===== config.mk =====
export PLATFORM = sky130hd
export DESIGN_NAME = load_store_unit
export DESIGN_NICKNAME = d
export VERILOG_FILES = /design/src/rtl/load_store_unit.sv
export SDC_FILE = /design/constraint.sdc
export NUM_CORES = 1
export LEC_CHECK = 0
export BUFFER_PORTS_ARGS = -buffer_cell sky130_fd_sc_hd__buf_4
export CORE_UTILIZATION = 48
export CTS_CLUSTER_SIZE = 28
export DETAILED_ROUTE_END_ITERATION = 16
export GPL_TIMING_DRIVEN = 0
export PLACE_DENSITY_LB_ADDON = 0.08
export SLEW_MARGIN = 30
export SYNTH_ARGS = -nofsm -noshare
export SYNTH_HDL_FRONTEND = slang
export SYNTH_SLANG_ARGS = --single-unit

===== constraint.sdc =====
create_clock -name clk -period 4.5 [get_ports clk]
set_input_delay 0.9 -clock clk [delete_from_list [all_inputs] [get_ports clk]]
set_output_delay 0.9 -clock clk [all_outputs]
set_load 0.005 [all_outputs]

===== src/rtl/load_store_unit.sv =====
// load_store_unit: multi-cycle data-memory interface between the single-cycle
// datapath and a req/ready data bus. Steers byte/half/word lanes, generates
// store strobes, sign/zero-extends loads and rejects misaligned or illegal
// accesses before they reach the bus.
//
// Optional feature: define LSU_TIMEOUT_EN to build a bus-wait counter that
// abandons an access after TIMEOUT_CYCLES wait cycles and raises ls_fault.
//
// state | meaning
// IDLE  | waiting for a load/store; illegal requests fault here with no bus access
// REQ   | bus request held with stable address/data until mem_ready (or timeout)
// DONE  | access finished; ls_rdata valid, core released on this edge
module load_store_unit #(
  parameter int unsigned TIMEOUT_CYCLES = 255
) (
  input  logic        clk,
  input  logic        reset,
  input  logic        ls_valid,
  input  logic        ls_we,
  input  logic [2:0]  ls_funct3,
  input  logic [31:0] ls_addr,
  input  logic [31:0] ls_wdata,
  output logic [31:0] ls_rdata,
  output logic        ls_stall,
  output logic        ls_fault,
  output logic        mem_req,
  output logic        mem_we,
  output logic [31:0] mem_addr,
  output logic [3:0]  mem_wstrb,
  output logic [31:0] mem_wdata,
  input  logic        mem_ready,
  input  logic [31:0] mem_rdata
);

  typedef enum logic [1:0] {IDLE, REQ, DONE} state_t;

  state_t      state;
  logic [2:0]  funct3_q;
  logic [1:0]  offset_q;
  logic        fault_q;
  logic        funct3_ok;
  logic        misaligned;
  logic        legal;
  logic [3:0]  strb_next;
  logic [31:0] wdata_next;
  logic [31:0] shifted;
  logic [31:0] load_ext;
  logic        timeout_hit;

  // Out-of-range timeout values are rejected at elaboration.
  if (TIMEOUT_CYCLES < 1 || TIMEOUT_CYCLES > 65535) begin : g_bad_timeout
    $error("load_store_unit: TIMEOUT_CYCLES must be in 1..65535");
  end

  // Legality of the incoming request: funct3 code and natural alignment.
  always_comb begin
    funct3_ok = 1'b0;
    case (ls_funct3)
      3'b000, 3'b001, 3'b010: funct3_ok = 1'b1;
      3'b100, 3'b101:         funct3_ok = !ls_we;
      default:                funct3_ok = 1'b0;
    endcase
    misaligned = ((ls_funct3[1:0] == 2'b01) && ls_addr[0]) ||
                 ((ls_funct3[1:0] == 2'b10) && (ls_addr[1:0] != 2'b00));
    legal = funct3_ok && !misaligned;
  end

  // Store lane steering: strobes shifted to the byte offset, data replicated.
  always_comb begin
    strb_next  = 4'b0000;
    wdata_next = ls_wdata;
    case (ls_funct3[1:0])
      2'b00: begin
        strb_next  = 4'b0001 << ls_addr[1:0];
        wdata_next = {4{ls_wdata[7:0]}};
      end
      2'b01: begin
        strb_next  = 4'b0011 << ls_addr[1:0];
        wdata_next = {2{ls_wdata[15:0]}};
      end
      2'b10: begin
        strb_next  = 4'b1111;
        wdata_next = ls_wdata;
      end
      default: begin
        strb_next  = 4'b0000;
        wdata_next = ls_wdata;
      end
    endcase
    if (!ls_we) strb_next = 4'b0000;
  end

  // Load extraction from the captured byte offset and size.
  always_comb begin
    shifted  = mem_rdata >> {offset_q, 3'b000};
    load_ext = 32'h0;
    case (funct3_q)
      3'b000:  load_ext = {{24{shifted[7]}}, shifted[7:0]};
      3'b001:  load_ext = {{16{shifted[15]}}, shifted[15:0]};
      3'b010:  load_ext = shifted;
      3'b100:  load_ext = {24'h0, shifted[7:0]};
      3'b101:  load_ext = {16'h0, shifted[15:0]};
      default: load_ext = 32'h0;
    endcase
  end

`ifdef LSU_TIMEOUT_EN
  localparam logic [15:0] TIMEOUT_LIMIT = 16'(TIMEOUT_CYCLES);
  logic [15:0] wait_cnt;

  // Count consecutive REQ cycles without mem_ready; cleared outside REQ.
  always_ff @(posedge clk or posedge reset) begin
    if (reset) begin
      wait_cnt <= 16'h0;
    end else if (state != REQ) begin
      wait_cnt <= 16'h0;
    end else if (!mem_ready) begin
      wait_cnt <= wait_cnt + 16'd1;
    end
  end

  // mem_ready on the limit cycle takes priority, so only a no-ready cycle times out.
  assign timeout_hit = (state == REQ) && !mem_ready && ((wait_cnt + 16'd1) == TIMEOUT_LIMIT);
`else
  assign timeout_hit = 1'b0;
`endif

  // Access sequencer with registered bus and result outputs.
  always_ff @(posedge clk or posedge reset) begin
    if (reset) begin
      state     <= IDLE;
      funct3_q  <= 3'b000;
      offset_q  <= 2'b00;
      fault_q   <= 1'b0;
      ls_rdata  <= 32'h0;
      mem_req   <= 1'b0;
      mem_we    <= 1'b0;
      mem_addr  <= 32'h0;
      mem_wstrb <= 4'b0000;
      mem_wdata <= 32'h0;
    end else begin
      case (state)
        IDLE: begin
          if (ls_valid && legal) begin
            funct3_q  <= ls_funct3;
            offset_q  <= ls_addr[1:0];
            fault_q   <= 1'b0;
            mem_we    <= ls_we;
            mem_addr  <= {ls_addr[31:2], 2'b00};
            mem_wstrb <= strb_next;
            mem_wdata <= wdata_next;
            mem_req   <= 1'b1;
            state     <= REQ;
          end
        end
        REQ: begin
          if (mem_ready) begin
            ls_rdata <= mem_we ? 32'h0 : load_ext;
            mem_req  <= 1'b0;
            state    <= DONE;
          end else if (timeout_hit) begin
            ls_rdata <= 32'h0;
            fault_q  <= 1'b1;
            mem_req  <= 1'b0;
            state    <= DONE;
          end
        end
        DONE: begin
          // Result is presented for exactly one cycle; IDLE always shows zero.
          ls_rdata <= 32'h0;
          fault_q  <= 1'b0;
          state    <= IDLE;
        end
        default: state <= IDLE;
      endcase
    end
  end

  // Stall and illegal-request fault are combinational so the core reacts in the same cycle.
  always_comb begin
    ls_stall = !reset && (((state == IDLE) && ls_valid && legal) || (state == REQ));
    ls_fault = !reset && (fault_q || ((state == IDLE) && ls_valid && !legal));
  end

endmodule


Word level (Yosys, flattened, before mapping)
Index checks and enable logic that the tools add are counted.
{"block": "op_classes", "n_shift": 3, "n_mux": 16, "n_div": 0, "n_eq_ne": 14, "n_bitwise": 0, "n_reduce_logical": 31, "multipliers": 0, "magnitude_cmp": 0, "addsub": 0}
{"cell": "$pmux W32 S5", "n": 1}
{"cell": "$pmux W32 S2", "n": 2}
{"cell": "$mux W32", "n": 2}
{"cell": "$shr A32 B5 Y32", "n": 1}
{"cell": "$eq A3 B3 Y1 const B", "n": 4}
{"cell": "$pmux W4 S3", "n": 1}
{"cell": "$logic_and A1 B1 Y1", "n": 9}
{"cell": "$reduce_and A2 Y1", "n": 4}
{"cell": "$reduce_bool A2 Y1", "n": 4}
{"cell": "$eq A3 B1 Y1 const B", "n": 2}
{"cell": "$eq A3 B2 Y1 const B", "n": 2}
{"cell": "$logic_not A3 Y1", "n": 2}
{"cell": "$pmux W1 S2", "n": 3}
{"cell": "$eq A2 B1 Y1 const B", "n": 2}
{"cell": "$eq A2 B2 Y1 const B", "n": 2}
{"cell": "$logic_not A1 Y1", "n": 4}
{"cell": "$logic_not A2 Y1", "n": 2}
{"cell": "$mux W2", "n": 2}
{"cell": "$mux W4", "n": 1}
{"cell": "$ne A2 B2 Y1 const B", "n": 2}
{"cell": "$pmux W2 S2", "n": 1}
{"cell": "$shl A1 B2 Y4 const A", "n": 1}
{"cell": "$shl A2 B2 Y4 const A", "n": 1}
{"cell": "$logic_or A1 B1 Y1", "n": 3}
{"cell": "other kinds (4)", "n": 6}
{"block": "totals", "ramBits": 0, "latch_bits": 0, "ff_bits": 108, "rom_bits": 0, "word_cells": 74, "memories": 0}

Depth between registers and ports, before layout
Gate-level depths: netlist of the first run.
{"block": "logic_depth", "depth_word": 9, "ltp_mapped": 7}

Least setup slack after synthesis of the first run
Ideal clock, no wire load.
{"block": "synth_timing", "path_kind": "input to output", "startpoint": "in ls_funct3[0]", "endpoint": "out ls_stall", "arrival_time_ns": 2.113, "n_path_buf": 3, "stages": 6, "path_slack_ns": 1.487, "cell_sequence": "buf_2 > a221oi_1 > o211ai_1 > buf_4 > clkbuf_1 > a21oi_1"}
{"block": "synth_via", "elab_chain_len": 8}
{"item": "start: declaration", "line_no": "20", "text": "input logic [2:0] ls_funct3,"}
{"item": "branches (longest 4 deep; another with $eq A3 B1 Y1)"}
{"item": "$logic_and A1 B1 Y1 (*)", "line_no": "65", "text": "legal = funct3_ok && !misaligned;"}
{"item": "$logic_and A1 B1 Y1 (*)", "line_no": "181", "text": "ls_stall = !reset && (((state == IDLE) && ls_valid && legal) || (state == REQ));"}
{"item": "$logic_or A1 B1 Y1 (*)", "line_no": "181"}
{"item": "$logic_and A1 B1 Y1 (*)", "line_no": "181"}
{"item": "end: declaration", "line_no": "24", "text": "output logic ls_stall,"}
Mark *: on every way between the ends.

Worst setup path after layout of the first run
Same ends and word-level chain as after synthesis.

==> run metrics, run 1 <==
slowest CP cell clkbuf_1; worst setup margin 1.10 ns; post-synth cell types 39; clock root cell clkbuf_8; CTS buffer count 9; syn avg cell area 11.7 um2; RSZ-0062 raised after global routing false; Placement Setup Slack 1.08 ns; switching part of the total 0.310; H-tree depth 3; fillcell total 791; initial antenna violation count 0; cell count of the worst reg-to-reg path 5; number of I/O port buffers 204; EDFF count, synth 0; Final Non-Filler Cells 777; FP Rows 36; full die area 10700 um2; critical path depth 7; clock share of power 0.179; TNS Setup 0 ns; status finished, final reports clean; crit path max fanout 10; Antenna Nets Post-Route 0; cell area after synthesis 4950 um2; share of cells above drive strength 1 0.467; Comb pwr share 0.373; Hold Path Depth 2; Setup CP Type in2out; DRC 0; Synthesis Warnings 0; crit-path most repeated cell buf_4; cts repair resizes 0; Power per Cell Area 464 nW/um2; Synth-to-Final Area Change 38.9%; Fmax achieved 294 MHz; io pins 208; gr ovfl total 0; Initial Util 0.500; Worst setup SP type input pin; gpl congestion 0.851; routed vias 4143; Antenna diodes 0; Synth async-reset ratio 1.00; total global-route track usage 0.262; final period utilization 0.756; Final Max Tran Viols 0; post-synthesis sequential area ratio 0.540; Lkg Pwr 3.48 nW; Routed WL 13400 um; Die Wd 104 um; CTS Hold Bufs 0; clock buffer depth 2; Cells after Synth 422; clock slew at reported path FFs 0.09 ns; Rel. slew slack 0.368; Worst Hold Class reg2reg; placed cells 761; vias in the first global route 4226; Peak VDD IR 330 uV; core area 9910 um2; DR iter-0 viols 158; Seq pwr share 0.448; Post-DP HPWL 10100 um; Worst Path Required 3.60 ns; Cell Int Power 0.00220 W; 1st-pass router iterations 4; CP Capture Type primary output; worst-margin pin slew 0.944 ns; Final Skew 0.0126 ns; synthesized flop and latch total 107; routed len/inst 17.2 um; Buf/Inv on CP 4; Arr. time, crit path 2.50 ns; minimum clock period 3.40 ns; max cap viols 0; CTS tree done; Overall Power 0.00319 W; setup violators final 0; vias per inst 5.33; kind of cell adding the most delay to the critical path buffers and inverters; crit path cell chain buf_2, a221oi_1, o211ai_1, buf_4, clkbuf_1, a21oi_1, buf_4; post-CTS setup buffer count 0; clock latency on the worst-skew pair 0.39 ns; CP peak stage delay 0.42 ns; Psw 0.000991 W; top_reg_cell synth dfrtp_1; clock sinks 107; Final Hold Fails 0; nets@finish 743; worst hold margin 0.489 ns; largest net degree at the start of global routing 73; Die Span Y 104 um; first-pass GRT wire length 21900 um
-- worst min-delay path: cells and delay by family, from the launching register on --
family / cells / cell delay, ns
AO/OA/AOI/OAI: 1 / 0.06
flip-flops: 1 / 0.36
AND/OR/NAND/NOR: 1 / 0.05
-- routing by layer --
metal	routed length, um	vias to the layer above	track usage	part of all wire
met2	6690	149	0.438	0.50
met3	819	11	0.0768	0.061
met4	113	0	0.0642	0.0084
met1	5750	2041	0.334	0.43
li1	-	1942	-	-
met5	0	-	0	0
-- cell type report --
cell class / instances / area [um2] / share of cell area
Clock buffer: 12 / 165 / 0.0240
Tap cell: 133 / 166 / 0.0242
Multi-Input combinational cell: 285 / 2110 / 0.306
Sequential cell: 107 / 2680 / 0.389
Inverter: 3 / 16.3 / 0.00236
Clock inverter: 4 / 23.8 / 0.00345
Timing Repair Buffer: 205 / 1560 / 0.227
Buffer: 28 / 169 / 0.0245
-- power by group through the flow --
stage                     Combinational, W  Clock [W]  Sequential, W
final                              0.00119   0.000572        0.00143
after global routing               0.00129   0.000620        0.00147
after CTS                          0.00120   0.000587        0.00143
after detailed placement           0.00120          0        0.00145
after global placement             0.00116          0        0.00143
after floorplan                   0.000523          0        0.00145
-- through the flow --
| stage | cell area [um2] | util |
|---|---|---|
| after global routing | 6880 | 0.695 |
| after CTS | 6880 | 0.694 |
| after global placement | 6660 | 0.672 |
| after detailed placement | 6690 | 0.675 |
| after floorplan | 4960 | - |
| final | 6880 | 0.695 |
-- sequential cells by signal (all words and copies together) (netlist names) --
| name | count |
|---|---|
| funct3_q | 3 |
| ls_rdata | 32 |
| mem_addr | 30 |
| mem_req | 1 |
| mem_wdata | 32 |
| mem_we | 1 |
| mem_wstrb | 4 |
| offset_q | 2 |
| state | 2 |
-- cells by family (layout without fill, tap and decap cells) --
family          Yosys count  count (layout)  share of synthesized area
mux                      94              94                      0.207
xor+xnor                  1               1                    0.00177
simple gates             91              91                     0.0896
buf+inv                  31             252                     0.0364
compound gates           97              97                      0.124
other cells               1               2                   0.000757
flops                   107             107                      0.540
-- worst paths after layout --
| check | from | to | slack (ns) |
|---|---|---|---|
| max | ls_funct3[0] | ls_stall | 1.10 |
| min in group asynchronous | reset | mem_wdata[8]$_DFFE_PP0P_ | 0.50 |
| min reg2reg | mem_wdata[18]$_DFFE_PP0P_ | mem_wdata[18]$_DFFE_PP0P_ | 0.49 |
| min | mem_wdata[18]$_DFFE_PP0P_ | mem_wdata[18]$_DFFE_PP0P_ | 0.49 |
| max in group asynchronous | reset | mem_we$_DFFE_PP0P_ | 3.33 |
| max reg2reg | mem_we$_DFFE_PP0P_ | ls_rdata[19]$_DFFE_PP0P_ | 2.43 |
-- placed cells by master (no fill, tap or decap), types with 2 or more instances in the layout --
cell / instances
buf_4: 207
dfrtp_1: 107
mux2_2: 48
nand2_1: 45
o21ai_0: 42
mux2i_1: 40
a21oi_1: 24
nor2_1: 22
a221o_1: 16
clkbuf_1: 12
clkbuf_8: 12
a211o_1: 8
or2_2: 7
buf_2: 6
buf_6: 6
mux2_4: 4
clkinv_2: 3
nand2b_1: 2
inv_1: 2
nor4_2: 2
nor4_1: 2
mux2_1: 2
nor2b_1: 2
conb_1: 2
-- cells in the mapped netlist (all sizes together), types with 2 or more instances --
cell type / count / area [um2]
a211o: 8 / 70.1
a21oi: 24 / 120
a221o: 16 / 160
buf: 16 / 124
clkbuf: 12 / 45.0
dfrtp: 107 / 2680
inv: 3 / 11.3
mux2: 54 / 623
mux2i: 40 / 400
nand2: 45 / 169
nand2b: 3 / 26.3
nor2: 22 / 82.6
nor2b: 2 / 12.5
nor3: 2 / 10.0
nor4: 5 / 58.8
o21ai: 42 / 210
or2: 8 / 50.1
(Power assumes the default switching activity.)
==> inputs of run 2 (changes only) <==
Settings changed: ABC_AREA set to 1, CORE_UTILIZATION 48 to 44.
Clock period 4.5 ns to 2.9 ns, I/O delays scaled along.
==> run 2 against run 1 <==
  * Setup slack got worse by 0.67 ns
  * Critical path type unchanged
  * Largest cell class unchanged
  * Register-to-register slack got worse by 1.3 ns
  * Via count increased by 26%
  * Count of clock-buffer cells in the layout decreased by 2
  * Clock power increased by 110%
  * Global-route usage decreased by 0.29 points
  * Sequential cell count unchanged
  * Synthesized area increased by 3.4%
==> run metrics, run 2 <==
status finished, final reports clean (unchanged); reg2reg setup slack 1.17 ns (was 2.43 ns); number of I/O port buffers 204 (unchanged); post-CTS setup buffer count 0 (unchanged); Fmax achieved 404 MHz; setup violators final 0 (unchanged); FP Rows 39 (was 36); CP Capture Point ls_stall (unchanged); vias in the first global route 5002 (was 4226); Rel. slew slack 0.609 (was 0.368); minimum clock period 2.48 ns; post-synth cell types 19 (was 39); cts repair resizes 0 (unchanged); Antenna Nets Post-Route 0 (unchanged); Synth-to-Final Area Change 40.4% (was 38.9%); Critical Path Source ls_addr[1] (was ls_funct3[0]); vias per inst 4.98 (was 5.33); CTS buffer count 9 (unchanged); Routed WL 15400 um (was 13400 um); 1st-pass router iterations 4 (unchanged); Synth area leader dfrtp_1 (unchanged); top-area cell type share of the netlist area 0.523 (was 0.540); RSZ-0062 raised after global routing false (unchanged); largest net degree at the start of global routing 32 (was 73); first-pass GRT wire length 23900 um (was 21900 um); Largest regs ls_rdata (32), mem_wdata (32), mem_addr (30) (unchanged); synthesized flop and latch total 107 (unchanged); H-tree depth 3 (unchanged); final period utilization 0.854; Cell Int Power 0.00352 W (was 0.00220 W); Worst Path Required 2.32 ns (was 3.60 ns); top_reg_cell synth dfrtp_1 (unchanged); top-count cell post-synth nand2_1 (was dfrtp_1); DR iter-0 viols 266 (was 158); share of cells above drive strength 1 0.281 (was 0.467); Power per Cell Area 742 nW/um2 (was 464 nW/um2); EDFF count, synth 0 (unchanged); Overall Power 0.00534 W (was 0.00319 W); total global-route track usage 0.259 (was 0.262); post-synthesis sequential area ratio 0.523 (was 0.540); full die area 12100 um2 (was 10700 um2); commonest cells in the netlist nand2_1 (319), dfrtp_1 (107), o21ai_0 (67), nand3_1 (46) (was dfrtp_1 (107), mux2_2 (48), nand2_1 (45), o21ai_0 (42), mux2i_1 (40)); gpl congestion 0.937 (was 0.851); routed len/inst 14.7 um (was 17.2 um); TNS Setup 0 ns (unchanged); Worst setup SP type input pin (unchanged); cell count of the worst reg-to-reg path 7 (was 5); worst hold margin 0.291 ns (was 0.489 ns); cell area after synthesis 5120 um2 (was 4950 um2); CTS Hold Bufs 0 (unchanged); clock share of power 0.221 (was 0.179); Synthesis Warnings 0 (unchanged); core area 11400 um2 (was 9910 um2); Synth area leaders dfrtp_1 (52%), nand2_1 (23%), o21ai_0 (6.5%) (was dfrtp_1 (54%), mux2_2 (11%), mux2i_1 (8.1%)); Psw 0.00182 W (was 0.000991 W); gr ovfl total 0 (unchanged); clock buffer depth 2 (unchanged); clock root cell clkbuf_16 (was clkbuf_8); Die Span Y 110 um (was 104 um); Final Hold Fails 0 (unchanged); clock slew at reported path FFs 0.07 ns (was 0.09 ns); max cap viols 0 (unchanged); Seq pwr share 0.413 (was 0.448); Final Max Tran Viols 0 (unchanged); routed vias 5235 (was 4143); worst-margin pin slew 0.582 ns (was 0.944 ns); commonest non-fill, non-tap cells in the layout nand2_1 (319), buf_4 (210), dfrtp_1 (107), o21ai_0 (67), nand3_1 (46) (was buf_4 (207), dfrtp_1 (107), mux2_2 (48), nand2_1 (45), o21ai_0 (42)); Final Skew 0.00671 ns (was 0.0126 ns); io pins 208 (unchanged); Post-DP HPWL 11900 um (was 10100 um); initial antenna violation count 0 (unchanged); Lkg Pwr 4.03 nW (was 3.48 nW); Comb pwr share 0.366 (was 0.373); clock latency on the worst-skew pair 0.35 ns (was 0.39 ns); Setup CP Type in2out (unchanged); crit path max fanout 10 (unchanged); Synth async-reset ratio 1.00 (unchanged); switching part of the total 0.340 (was 0.310); DRC 0 (unchanged); syn avg cell area 7.49 um2 (was 11.7 um2); clock sinks 107 (unchanged); Worst Hold Class in2async (was reg2reg); most common cell after layout, fill and taps aside nand2_1 (was buf_4); reg-to-reg critical path endpoint ls_rdata[28]$_DFFE_PP0P_ (was ls_rdata[19]$_DFFE_PP0P_); CP Capture Type primary output (unchanged); Initial Util 0.451 (was 0.500); Arr. time, crit path 1.90 ns (was 2.50 ns); CTS tree done (unchanged); Antenna diodes 0 (unchanged); nets@finish 1007 (was 743); Peak VDD IR 455 uV (was 330 uV); worst reg2reg path startpoint state[0]$_DFFE_PP0P_ (was mem_we$_DFFE_PP0P_); Die Wd 110 um (was 104 um); Cells after Synth 684 (was 422)
-- run 2: cell types whose count changed after synthesis, moves of 6 or more --
cell | before | now
a221o_1 | 16 | 0
buf_2 | 6 | 16
nand3_1 | 0 | 46
o21ai_0 | 42 | 67
mux2i_1 | 40 | 0
mux2_2 | 48 | 0
o21ai_1 | 0 | 12
inv_1 | 3 | 28
a211o_1 | 8 | 0
nor2_1 | 22 | 28
nand2_1 | 45 | 319
or2_2 | 7 | 0
-- run 2: worst min path at each step --
| stage | startpoint | to | cells after the start |
|---|---|---|---|
| 6_report | reset | mem_addr[10]$_DFFE_PP0P_ | 2 |
| 3_5_place_dp | mem_addr[8]$_DFFE_PP0P_ | mem_addr[8]$_DFFE_PP0P_ | 2 |
| 2_1_floorplan | mem_addr[2]$_DFFE_PP0P_ | mem_addr[2]$_DFFE_PP0P_ | 2 |
| 4_1_cts | reset | mem_addr[10]$_DFFE_PP0P_ | 2 |
| 3_3_place_gp | mem_addr[6]$_DFFE_PP0P_ | mem_addr[6]$_DFFE_PP0P_ | 2 |
| 5_1_grt | reset | mem_addr[11]$_DFFE_PP0P_ | 2 |
-- run 2: cell type report --
class / instances / area, um2
Clock buffer: 10 / 239
Inverter: 31 / 120
Multi-Input combinational cell: 507 / 2120
Clock inverter: 6 / 51.3
Tap cell: 143 / 179
Sequential cell: 107 / 2680
Buffer: 40 / 215
Timing Repair Buffer: 207 / 1590
Fill cell: 1044 / 4180
-- run 2: power by group through the flow --
| stage | Combinational, W | Sequential [W] | Clock (W) |
|---|---|---|---|
| after detailed placement | 0.00196 | 0.00222 | 0 |
| after global placement | 0.00192 | 0.00221 | 0 |
| after CTS | 0.00197 | 0.00220 | 0.00120 |
| final | 0.00195 | 0.00221 | 0.00118 |
| after floorplan | 0.000872 | 0.00222 | 0 |
| after global routing | 0.00221 | 0.00226 | 0.00126 |
-- run 2: logic make-up (layout without fill, tap and decap cells) --
group,count (synthesis),in the layout,synth area share
AOI/OAI and AO/OA,108,108,0.106
buffers and inverters,71,294,0.0647
DFF,107,107,0.523
other,1,2,0.000732
and+or+nand+nor,397,397,0.306
-- run 2: per-stage QoR --
step | utilization | std cells | setup slack (ns) | instance area, um2
floorplan | - | 685 | -0.00230 | 5130
detailed placement | 0.607 | 1035 | 0.430 | 6900
global route | 0.633 | 1051 | 0.287 | 7190
global placement | 0.602 | 1032 | -0.839 | 6840
finish | 0.633 | 1051 | 0.424 | 7190
CTS | 0.633 | 1051 | 0.415 | 7190
-- run 2: worst max-delay path: stages --
cell and delay, ns:
buf_4 0.11, inv_1 0.10, nand2_1 0.10, o21ai_1 0.26
nand3_4 0.17, buf_6 0.18, buf_6 0.14, a21oi_1 0.12
buf_4 0.12
-- run 2: routing by layer --
metal,part of all wire,up-vias,GRT usage
met3,0.063,17,0.0640
met1,0.43,2460,0.325
met5,0,-,0
met4,0.015,0,0.0695
li1,-,2600,-
met2,0.49,158,0.443
==> inputs of run 3 (changes only) <==
Settings changed: ABC_AREA 1 to not set, CAP_MARGIN set to 25, CORE_UTILIZATION 44 to 43, GPL_TIMING_DRIVEN 0 to 1.
==> run 3 against run 2 <==
  * Register-to-register slack worse by 0.45 ns
  * Count of clock-buffer cells in the layout up 3
  * Combinational power down 10%
  * Power down 2.9%
  * Cell count down 27%
  * Largest power group unchanged
  * Critical path depth down 4
  * Non-clock buffer count down 32
==> run metrics, run 3 (synthesis results as in run 1) <==
Routed WL 12600 um (was 15400 um); reg-to-reg critical path endpoint ls_rdata[13]$_DFFE_PP0P_ (was ls_rdata[28]$_DFFE_PP0P_); routed vias 4013 (was 5235); commonest non-fill, non-tap cells in the layout buf_4 (211), dfrtp_1 (107), mux2_2 (48), nand2_1 (45), o21ai_0 (42) (was nand2_1 (319), buf_4 (210), dfrtp_1 (107), o21ai_0 (67), nand3_1 (46)); post-CTS setup buffer count 0 (unchanged); first-pass GRT wire length 19000 um (was 23900 um); Psw 0.00152 W (was 0.00182 W); clock slew at reported path FFs 0.07 ns (about the same); vias per inst 5.24 (was 4.98); gr ovfl total 0 (unchanged); CP Capture Type primary output (unchanged); number of I/O port buffers 205 (was 204); DP Area 6620 um2 (was 6900 um2); Final Hold Fails 0 (unchanged); io pins 208 (unchanged); routed len/inst 16.5 um (was 14.7 um); setup violators final 0 (unchanged); crit path max fanout 15 (was 10); Setup CP Type in2out (unchanged); Critical Path Source ls_funct3[0] (was ls_addr[1]); Peak VDD IR 375 uV (was 455 uV); Final Cell Area 6930 um2 (was 7190 um2); core area 11000 um2 (was 11400 um2); Die Wd 109 um (was 110 um); Seq pwr share 0.438 (was 0.413); largest net degree at the start of global routing 103 (was 32); clock buffer depth 2 (unchanged); CTS buffer count 9 (unchanged); most common cell after layout, fill and taps aside buf_4 (was nand2_1); full die area 12000 um2 (was 12100 um2); clock root cell clkbuf_16 (unchanged); fillcell total 917 (was 1044); Placement Setup Slack 0.569 ns (was 0.430 ns); worst-margin pin slew 0.971 ns (was 0.582 ns); DR iter-0 viols 161 (was 266); crit-path most repeated cell buf_4; Comb pwr share 0.338 (was 0.366); DRC 0 (unchanged); slowest CP cell a221oi_1 (was o21ai_1); Initial Util 0.449 (was 0.451); placed cells 749 (was 1035); Post-DP HPWL 9120 um (was 11900 um); Lkg Pwr 3.49 nW (was 4.03 nW); Final Max Tran Viols 0 (unchanged); crit path cell chain buf_4, a221oi_1, o211ai_1, a21oi_1, buf_4 (was buf_4, inv_1, nand2_1, o21ai_1, nand3_4, buf_6, buf_6, a21oi_1, buf_4); Antenna diodes 0 (unchanged); Final Skew 0.00756 ns (was 0.00671 ns); total global-route track usage 0.211 (was 0.259); worst reg2reg path startpoint offset_q[1]$_DFFE_PP0P_ (was state[0]$_DFFE_PP0P_); vias in the first global route 3759 (was 5002); cts repair resizes 0 (unchanged); initial antenna violation count 0 (unchanged); CTS tree done (unchanged); Rel. slew slack 0.347 (was 0.609); Arr. time, crit path 1.66 ns (was 1.90 ns); Cell Int Power 0.00366 W (was 0.00352 W); clock sinks 107 (unchanged); share of cells above drive strength 1 0.471 (was 0.281); Largest regs ls_rdata (32), mem_wdata (32), mem_addr (30) (unchanged); TNS Setup 0 ns (unchanged); minimum clock period 2.24 ns (was 2.48 ns); max cap viols 0 (unchanged); Fmax achieved 447 MHz (was 404 MHz); RSZ-0062 raised after global routing false (unchanged); switching part of the total 0.294 (was 0.340); Worst setup SP type input pin (unchanged); Worst Hold Class in2async (unchanged); gpl congestion 0.794 (was 0.937); clock share of power 0.224 (was 0.221); Final Non-Filler Cells 766 (was 1051); clock latency on the worst-skew pair 0.34 ns (was 0.35 ns); CTS Hold Bufs 0 (unchanged); FP Rows 38 (was 39); Antenna Nets Post-Route 0 (unchanged); reg2reg setup slack 0.72 ns (was 1.17 ns); CP peak stage delay 0.36 ns (was 0.26 ns); cell count of the worst reg-to-reg path 4 (was 7); 1st-pass router iterations 6 (was 4); Power per Cell Area 747 nW/um2 (was 742 nW/um2); Synth-to-Final Area Change 39.9% (was 40.4%); final period utilization 0.771 (was 0.854); H-tree depth 3 (unchanged); CP Capture Point ls_stall (unchanged); worst hold margin 0.207 ns (was 0.291 ns); nets@finish 725 (was 1007); Worst Path Required 2.32 ns (about the same); Die Span Y 109 um (was 110 um); status finished, final reports clean (unchanged); worst setup margin 0.665 ns (was 0.424 ns)
run 3: metrics by stage:
| step | utilization | total power, W |
|---|---|---|
| detailed placement | 0.600 | 0.00406 |
| finish | 0.629 | 0.00518 |
| floorplan | - | 0.00305 |
| CTS | 0.626 | 0.00523 |
| global placement | 0.600 | 0.00401 |
| global route | 0.629 | 0.00550 |
run 3: area by class of cell:
type                            count  area (um2)  share of cell area
Clock buffer                       13         260              0.0375
Clock inverter                      3        22.5             0.00325
Inverter                            3        15.0             0.00217
Multi-Input combinational cell    285        2120               0.306
Sequential cell                   107        2680               0.386
Tap cell                          140         175              0.0253
Timing Repair Buffer              215        1660               0.240
run 3: worst min-delay path by stage:
stage                     slack [ns]  depth (start not counted)                       from                        end
after floorplan                 0.47                          2    ls_rdata[0]$_DFFE_PP0P_    ls_rdata[0]$_DFFE_PP0P_
after global placement          0.46                          2  mem_wdata[14]$_DFFE_PP0P_  mem_wdata[14]$_DFFE_PP0P_
after detailed placement        0.47                          2    ls_rdata[7]$_DFFE_PP0P_    ls_rdata[7]$_DFFE_PP0P_
after CTS                       0.43                          2                  mem_ready       state[0]$_DFFE_PP0P_
after global routing            0.23                          2                      reset   mem_addr[26]$_DFFE_PP0P_
final                           0.21                          2                      reset   mem_addr[26]$_DFFE_PP0P_
run 3: power groups by stage:
| stage | clock network (W) | logic, W | registers, W |
|---|---|---|---|
| final | 0.00116 | 0.00175 | 0.00227 |
| after global routing | 0.00124 | 0.00193 | 0.00233 |
| after CTS | 0.00119 | 0.00177 | 0.00227 |
| after detailed placement | 0 | 0.00177 | 0.00229 |
| after global placement | 0 | 0.00173 | 0.00228 |
| after floorplan | 0 | 0.000811 | 0.00224 |
run 3: layer usage:
| metal | GRT usage | share of wire |
|---|---|---|
| met5 | 0 | 0 |
| met3 | 0.0409 | 0.070 |
| met1 | 0.290 | 0.43 |
| met4 | 0.0800 | 0.013 |
| met2 | 0.332 | 0.48 |
run 3: critical path, delay by kind of cell:
family                 cells  cell delay [ns]
AOI/OAI and AO/OA          3             0.76
buffers and inverters      2             0.31
